**config.mk**
```make
export PLATFORM = sky130hd
export DESIGN_NAME = vga_fetch_ctrl
export DESIGN_NICKNAME = d
export VERILOG_FILES = /design/src/rtl/vga_fetch_ctrl.sv
export SDC_FILE = /design/constraint.sdc
export NUM_CORES = 2
export LEC_CHECK = 0
export ABC_AREA = 1
export CAP_MARGIN = 20
export CORE_MARGIN = 3
export CORE_UTILIZATION = 30
export CTS_CLUSTER_DIAMETER = 50
export DETAILED_ROUTE_END_ITERATION = 16
export GPL_ROUTABILITY_DRIVEN = 0
export GPL_TIMING_DRIVEN = 1
export MAX_ROUTING_LAYER = met4
export PLACE_DENSITY_LB_ADDON = 0.1
export SLEW_MARGIN = 10
export SYNTH_ARGS = -nofsm -noshare
export SYNTH_HDL_FRONTEND = slang
export SYNTH_SLANG_ARGS = --single-unit
```
**constraint.sdc**
```tcl
create_clock -name clk -period 4.15 [get_ports clk]
set_clock_uncertainty 0.05 [all_clocks]
set_input_delay 0.415 -clock clk [delete_from_list [all_inputs] [get_ports clk]]
set_output_delay 0.415 -clock clk [all_outputs]
set_load 0.02 [all_outputs]
```
**src/rtl/vga_fetch_ctrl.sv**
```systemverilog
// Frame-buffer fetch scheduler: on each vsync, streams one frame of pixels from memory
// into a first-word fall-through pixel FIFO, keeping at most one burst outstanding.
module vga_fetch_ctrl #(
    parameter int unsigned H_PIXELS   = 640,
    parameter int unsigned V_LINES    = 480,
    parameter int unsigned BURST      = 8,
    parameter int unsigned FIFO_DEPTH = 64
) (
    input  logic                        clk,
    input  logic                        reset_n,
    input  logic                        enable,
    input  logic [31:0]                 fb_base,
    input  logic                        vsync,
    output logic [23:0]                 pixel_color,
    input  logic                        pixel_taken,
    output logic                        mem_req,
    output logic [31:0]                 mem_addr,
    input  logic                        mem_ack,
    input  logic                        mem_rvalid,
    input  logic [31:0]                 mem_rdata,
    output logic [$clog2(FIFO_DEPTH):0] fifo_level,
    output logic                        underflow,
    output logic                        busy
);
    localparam int unsigned AW          = $clog2(FIFO_DEPTH);
    localparam int unsigned LW          = AW + 1;
    localparam int unsigned BW          = (BURST > 1) ? $clog2(BURST) : 1;
    localparam logic [31:0] FRAME_WORDS = 32'(H_PIXELS * V_LINES);
    localparam logic [31:0] BURST_WORDS = 32'(BURST);
    localparam logic [31:0] BURST_BYTES = 32'(4 * BURST);
    localparam logic [LW-1:0] SPACE_MAX = LW'(FIFO_DEPTH - BURST);
    localparam logic [BW-1:0] LAST_BEAT = BW'(BURST - 1);

    typedef enum logic [1:0] {StIdle, StWaitSpace, StReq, StData} state_e;

    state_e        state_q, state_d;
    logic [31:0]   addr_q, addr_d;
    logic [31:0]   words_left_q, words_left_d;
    logic [BW-1:0] beat_cnt_q, beat_cnt_d;
    logic          resync_pending_q, resync_pending_d;
    logic          discard_q, discard_d;
    logic [31:0]   base_lat_q, base_lat_d;
    logic          en_lat_q, en_lat_d;
    logic          underflow_q, underflow_d;

    logic [23:0]   fifo_mem [FIFO_DEPTH];
    logic [AW-1:0] wr_ptr_q, rd_ptr_q;
    logic [LW-1:0] count_q;
    logic          fifo_empty, push, pop, flush, clr_underflow;

    // A vsync arriving on the very cycle of the last beat must still win the restart.
    logic          pending_now, en_now;
    logic [31:0]   base_now;

    logic          unused_rdata;
    assign unused_rdata = ^mem_rdata[31:24];

    assign fifo_empty  = (count_q == '0);
    assign pop         = pixel_taken && !fifo_empty;
    assign pending_now = resync_pending_q || vsync;
    assign en_now      = vsync ? enable : en_lat_q;
    assign base_now    = vsync ? fb_base : base_lat_q;

    always_comb begin
        state_d          = state_q;
        addr_d           = addr_q;
        words_left_d     = words_left_q;
        beat_cnt_d       = beat_cnt_q;
        resync_pending_d = resync_pending_q;
        discard_d        = discard_q;
        base_lat_d       = base_lat_q;
        en_lat_d         = en_lat_q;
        flush            = 1'b0;
        push             = 1'b0;
        clr_underflow    = 1'b0;

        unique case (state_q)
            StIdle, StWaitSpace: begin
                if (vsync) begin
                    flush = 1'b1;
                    if (enable) begin
                        state_d       = StWaitSpace;
                        addr_d        = fb_base;
                        words_left_d  = FRAME_WORDS;
                        clr_underflow = 1'b1;
                    end else begin
                        state_d = StIdle;
                    end
                end else if (state_q == StWaitSpace && count_q <= SPACE_MAX) begin
                    state_d = StReq;
                end
            end
            StReq, StData: begin
                if (vsync) begin
                    flush            = 1'b1;
                    resync_pending_d = 1'b1;
                    discard_d        = 1'b1;
                    base_lat_d       = fb_base;
                    en_lat_d         = enable;
                end
                if (state_q == StReq) begin
                    if (mem_ack) begin
                        beat_cnt_d = '0;
                        state_d    = StData;
                    end
                end else if (mem_rvalid) begin
                    beat_cnt_d = beat_cnt_q + BW'(1);
                    push       = !discard_q;
                    if (beat_cnt_q == LAST_BEAT) begin
                        addr_d       = addr_q + BURST_BYTES;
                        words_left_d = words_left_q - BURST_WORDS;
                        if (pending_now) begin
                            flush            = 1'b1;
                            resync_pending_d = 1'b0;
                            discard_d        = 1'b0;
                            if (en_now) begin
                                state_d       = StWaitSpace;
                                addr_d        = base_now;
                                words_left_d  = FRAME_WORDS;
                                clr_underflow = 1'b1;
                            end else begin
                                state_d = StIdle;
                            end
                        end else if (words_left_q == BURST_WORDS) begin
                            state_d = StIdle;
                        end else begin
                            state_d = StWaitSpace;
                        end
                    end
                end
            end
            default: state_d = StIdle;
        endcase

        underflow_d = clr_underflow ? 1'b0 : (underflow_q || (pixel_taken && fifo_empty));
    end

    always_ff @(posedge clk or negedge reset_n) begin
        if (!reset_n) begin
            state_q          <= StIdle;
            addr_q           <= '0;
            words_left_q     <= '0;
            beat_cnt_q       <= '0;
            resync_pending_q <= 1'b0;
            discard_q        <= 1'b0;
            base_lat_q       <= '0;
            en_lat_q         <= 1'b0;
            underflow_q      <= 1'b0;
        end else begin
            state_q          <= state_d;
            addr_q           <= addr_d;
            words_left_q     <= words_left_d;
            beat_cnt_q       <= beat_cnt_d;
            resync_pending_q <= resync_pending_d;
            discard_q        <= discard_d;
            base_lat_q       <= base_lat_d;
            en_lat_q         <= en_lat_d;
            underflow_q      <= underflow_d;
        end
    end

    // Flush takes priority over any push or pop in the same cycle.
    always_ff @(posedge clk or negedge reset_n) begin
        if (!reset_n) begin
            wr_ptr_q <= '0;
            rd_ptr_q <= '0;
            count_q  <= '0;
        end else if (flush) begin
            wr_ptr_q <= '0;
            rd_ptr_q <= '0;
            count_q  <= '0;
        end else begin
            if (push) begin
                wr_ptr_q <= wr_ptr_q + AW'(1);
            end
            if (pop) begin
                rd_ptr_q <= rd_ptr_q + AW'(1);
            end
            if (push && !pop) begin
                count_q <= count_q + LW'(1);
            end else if (pop && !push) begin
                count_q <= count_q - LW'(1);
            end
        end
    end

    always_ff @(posedge clk) begin
        if (push && !flush) begin
            fifo_mem[wr_ptr_q] <= mem_rdata[23:0];
        end
    end

    assign pixel_color = fifo_empty ? 24'h0 : fifo_mem[rd_ptr_q];
    assign mem_req     = (state_q == StReq);
    assign mem_addr    = addr_q;
    assign busy        = (state_q != StIdle);
    assign fifo_level  = count_q;
    assign underflow   = underflow_q;

endmodule

```
; ---- Word-level counts from Yosys, hierarchy flattened
; Memory sizes are Yosys's and may differ from the RTL's.
; Index checks and enable logic that the tools add are counted.
[classes]
muxes = 70
magnitude_cmp = 1
eq_ne = 15
reduce_logical = 25
addsub = 7
[op_table]
columns = operator, count
row1 = $mux W32, 15
row2 = $pmux W32 S2, 2
row3 = $add A32 B6 Y32 const B, 1
row4 = $eq A32 B4 Y1 const B, 1
row5 = $mux W1, 32
row6 = $sub A32 B4 Y32 const B, 1
row7 = $mux W24, 1
row8 = $mux W6, 4
row9 = $mux W7, 3
row10 = $mux W2, 7
row11 = $add A6 B1 Y6 const B, 2
row12 = $ne A3 B3 Y1 const B, 4
row13 = $ne A2 B2 Y1 const B, 5
row14 = $mux W3, 3
row15 = $reduce_bool A2 Y1, 4
row16 = $add A7 B1 Y7 const B, 1
row17 = $le A7 B6 Y1 const B, 1
row18 = $logic_not A7 Y1, 1
row19 = $sub A7 B1 Y7 const B, 1
row20 = $logic_and A1 B1 Y1, 6
row21 = $logic_not A1 Y1, 5
row22 = $reduce_and A5 Y1, 1
row23 = $eq A2 B2 Y1 const B, 2
row24 = $pmux W1 S2, 2
row25 = other kinds (11), 13
[totals]
mem_bits_rw = 1536
word_cells = 131
ff_bits = 124
in_bits = 71
out_inout_bits = 66
memories = 1
[mem_list]
columns = name, words, width, read_ports, rd_ports_with_merged_regs, write_ports, line
row1 = fifo_mem, 64, 24, 1, 0, 1, 46  ; logic [23:0] fifo_mem [FIFO_DEPTH];

; ---- Longest topological paths before layout
[depth]
ltp_word = 10
ltp_mapped = 14

; ---- Worst setup path before layout
; Ideal clock, no wire load.
[synth_path]
path_kind = register to register
start = reg beat_cnt_q[0]
end = mem fifo_mem[12][0] (enable)
required_time_ps = 3695
arrival_time_ps = 2701
stages_incl_launch_ff = 10
path_slack_ps = 994
n_path_buf = 0
path_cell_list = dfrtp_1 > ha_1 > ha_1 > nand4_1 > nor2_1 > nor2_4 > inv_2 > nor3_4 > nand2_1 > nor2_1
[synth_via]
elab_chain_len = 9
[synth_rtl]
columns = item, line
row1 = from (decl), 39  ; logic [BW-1:0] beat_cnt_q, beat_cnt_d;
row2 = from (signal assigned), 153  ; beat_cnt_q <= beat_cnt_d;
row3 = $eq A3 B3 Y1, 109  ; if (beat_cnt_q == LAST_BEAT) begin
row4 = $mux W1, 109
row5 = $mux W1, 106  ; end else if (mem_rvalid) begin
row6 = $mux W1, 101  ; if (state_q == StReq) begin
row7 = $pmux W1 S2, 77  ; unique case (state_q)
row8 = $logic_not A1 Y1, 188  ; if (push && !flush) begin
row9 = $logic_and A1 B1 Y1, 188
row10 = $mux W1, 188
row11 = $mux W1 (implied by the code), 189  ; fifo_mem[wr_ptr_q] <= mem_rdata[23:0];
row12 = to (decl), 46
; Every way passes these cells.

; ---- Worst setup path after layout
[layout_path]
start = reg rd_ptr_q[0]
end = out pixel_color[20]
[layout_via]
elab_chain_len = 2
[layout_rtl]
columns = item, line
row1 = from (decl), 47  ; logic [AW-1:0] wr_ptr_q, rd_ptr_q;
row2 = from (signal assigned), 177  ; rd_ptr_q <= rd_ptr_q + AW'(1);
row3 = $mem_v2 Z64 W24, -
row4 = $mux W24, 193  ; assign pixel_color = fifo_empty ? 24'h0 : fifo_mem[rd_ptr_q];
row5 = to (decl), 14  ; output logic [23:0] pixel_color,
; Every way passes these cells.

==> impl_metrics.tcl <==
set metrics [dict create \
    synth.most_common_cell "nand2_1" \
    ctsRootBufferMaster "clkbuf_16" \
    dp_hpwl_um 136000 \
    nets 6885 \
    clk_path_buf_depth 3 \
    r2r_cells 11 \
    grt_max_degree 99 \
    portBuffers 128 \
    grt_pass1_wl_um 337000 \
    seq_power_share_pct 37.0 \
    place_area_mm2 0.0764 \
    synth_area_per_cell_um2 10.7 \
    worstSetupPathType "reg2out" \
    cts.sinks 1657 \
    powerDensity_mw_per_mm2 615 \
    cts_tree "done" \
    cp.arrival_ns 3.62 \
    syn-num-nets 6623 \
    fp.dieH_um 490 \
    synth_edf_count 1536 \
    synth_cells 6539 \
    first_global_vias 45409 \
    fin_util_pct 36.3 \
    power.switching_w 0.0177 \
    nFillCells 22906 \
    synth_seq_cells 1657 \
    tightest_slew_ns 1.02 \
    timing.rr.end "fifo_mem[60][13]" \
    ys_types 51 \
    clk_latency_ns 0.85 \
    place_inst 9676 \
    yosysWarnings 0 \
    slew_violations 0 \
    synth_top_cell_area_share_pct 65.7 \
    synth-main-ff-cell "edfxtp_1" \
    drc 0 \
    p_total_w 0.0517 \
    ir_drop_uv 384 \
    outcome "complete, no violations" \
    grt_usage_pct 20.0 \
    cts.clk_slew.worst_paths_ns 0.06 \
    routedWlPerCell_um 23.5 \
    post-route-period-util_pct 98.5 \
    pwr-share-clk_pct 35.7 \
    hold_class "in2async" \
    layoutNonFillerInstCount 10112 \
    min_period_ns 4.09 \
    maxSlewHeadroom_pct 31.8 \
    final_cell_area_mm2 0.0841 \
    synth_area_mm2 0.0702 \
    die_w_um 490 \
    cap_viol_max_count 0 \
    p_sw_share_pct 34.2 \
    r2r-start "beat_cnt_q[0]" \
    cp-start-kind "flip-flop" \
    async_flop_share_pct 7.30 \
    drt_iter0_drc 3509 \
    cts_buffers 216 \
    post-synth-top-area-cell "edfxtp_1" \
    setup_viol_count_final 0 \
    dieArea_mm2 0.240 \
    ys_top_cells_by_count "nand2_1 (1721), edfxtp_1 (1536), nor2_1 (965)" \
    r2r_slack_ns 0.88 \
    tns_ns 0 \
    multi_input_area_mm2 0.0184 \
    rows 176 \
    htree_levels 4 \
    power.leakage_nw 31.5 \
    vias_per_cell 4.74 \
    p_int_w 0.0340 \
    grt_overflow 0 \
    cp_max_fo 29 \
    vias 47919 \
    area_delta_synth_final_pct 19.7 \
    worstPathRequired_ns 3.68 \
    drtPass1Iterations 7 \
    drive_gt1_share_pct 11.3 \
    end_kind "output pin" \
    start_util_pct 30.3 \
    ant_nets 0 \
    synth_area_leaders "edfxtp_1 (66%), nand2_1 (9.2%), nor2_1 (5.2%)" \
    wirelength_um 238000 \
    num_io_pins 137 \
    hold_viol 0 \
    max_freq_ghz 0.245 \
    core_mm2 0.231 \
    seq_area_frac_synth_pct 70.0 \
    combinationalPowerShare_pct 27.3 \
    final-seq-area_mm2 0.0492 \
    antenna_found_initial 16 \
]
[per-stage QoR]
step	hold slack, ns	setup slack [ns]
after global routing	0.0335	-0.0137
after CTS	0.0124	-0.0367
after global placement	0.381	0.401
after floorplan	0.0694	0.994
after detailed placement	0.378	0.447
final	0.0397	0.0620
[power by group through the flow]
stage | registers (W) | logic, W | clock network [W]
2_1_floorplan | 0.0195 | 0.00812 | 0
3_3_place_gp | 0.0195 | 0.0136 | 0
3_5_place_dp | 0.0195 | 0.0136 | 0
4_1_cts | 0.0191 | 0.0140 | 0.0189
5_1_grt | 0.0192 | 0.0156 | 0.0197
6_report | 0.0191 | 0.0141 | 0.0185
[metal layers]
| metal | vias to the layer above | part of all wire, % | global-route usage [%] |
|---|---|---|---|
| met2 | 1032 | 49 | 32.9 |
| met4 | 0 | 2.5 | 5.19 |
| li1 | 22836 | - | - |
| met3 | 292 | 4.4 | 2.55 |
| met5 | - | 0 | - |
| met1 | 23759 | 44 | 26.1 |
[cell type report]
cell class / count / area share (%)
repair buffers: 397 / 4.96
flip-flops and latches: 1657 / 58.5
clock buffers: 267 / 6.69
inverters: 350 / 1.61
diodes: 15 / 0.0446
repair inverters: 1 / 0.0104
well taps: 3115 / 4.63
multi-input cells: 4178 / 21.9
clock inverters: 132 / 1.73
[worst max path at each step]
stage | from | endpoint | slack (ns)
floorplan | beat_cnt_q[0] | fifo_mem[12][0] | 0.99
detailed placement | rd_ptr_q[1] | pixel_color[4] | 0.45
finish | rd_ptr_q[0] | pixel_color[20] | 0.06
global route | rd_ptr_q[0] | pixel_color[0] | -0.01
global placement | rd_ptr_q[1] | pixel_color[4] | 0.40
CTS | rd_ptr_q[0] | pixel_color[6] | -0.04
[repair_timing]
action	in CTS	in global routing
setup buffers	4	2
hold buffers	5	0
cloned	3	8
gates resized for setup	25	20
pin swaps	2	1
hold endpoints to repair	88	0
endpoints found under the setup margin	24	22
[critical path: stages (launching register included)]
cell     delay [ns]
dfrtp_4        0.59
inv_16         0.22
buf_12         0.23
buf_4          0.25
nand2_1        0.07
nand2_1        0.06
nand2_1        0.04
nand3_1        0.10
nand3_1        0.08
nand2_1        0.25
nand3_1        0.27
a21oi_2        0.32
buf_4          0.20
[sequential cells by signal, summed over array words and instances (netlist names), 2 cells and up]
register,cells
base_lat_q,32
beat_cnt_q,3
words_left_q,29
rd_ptr_q,6
mem_addr,32
state_q,2
fifo_level,7
wr_ptr_q,6
fifo_mem,1536
[kinds of logic after synthesis]
logic type | after synthesis | synth area share, %
AND/OR/NAND/NOR | 3512 | 20.7
flip-flops | 1657 | 70.0
buffers and inverters | 704 | 4.18
AO/OA/AOI/OAI | 633 | 4.67
XOR/XNOR | 19 | 0.237
adder cells (fa/ha/maj) | 13 | 0.242
multiplexers | 1 | 0.0143
[cells in the final DEF (no fill, tap or decap), types with 13 or more instances in the layout]
cell type        synthesis  routed
buf_16                   0      13
clkbuf_16                0     224
clkdlybuf4s50_1          0      79
clkinvlp_4               0      15
diode_2                  0      15
edfxtp_1              1536    1536
buf_12                   0      44
clkinv_1                 2      37
a21oi_1                179     169
o22ai_1                 16      16
and3_1                  23      23
nand3_1                708     706
dfrtp_1                121     117
nor3_1                  16      16
inv_6                    0      14
o21ai_0                395     395
nand4_1                 15      15
nor2_2                   4      74
inv_1                  336     334
xor2_1                  14      14
clkinv_2                 0      29
or2_2                   23      23
bufinv_16                0      20
nand2_1               1721    1720
nor2_1                 965     895
buf_4                   21     220
clkbuf_1               144      48
buf_2                  144      20
(Power assumes the default switching activity.)
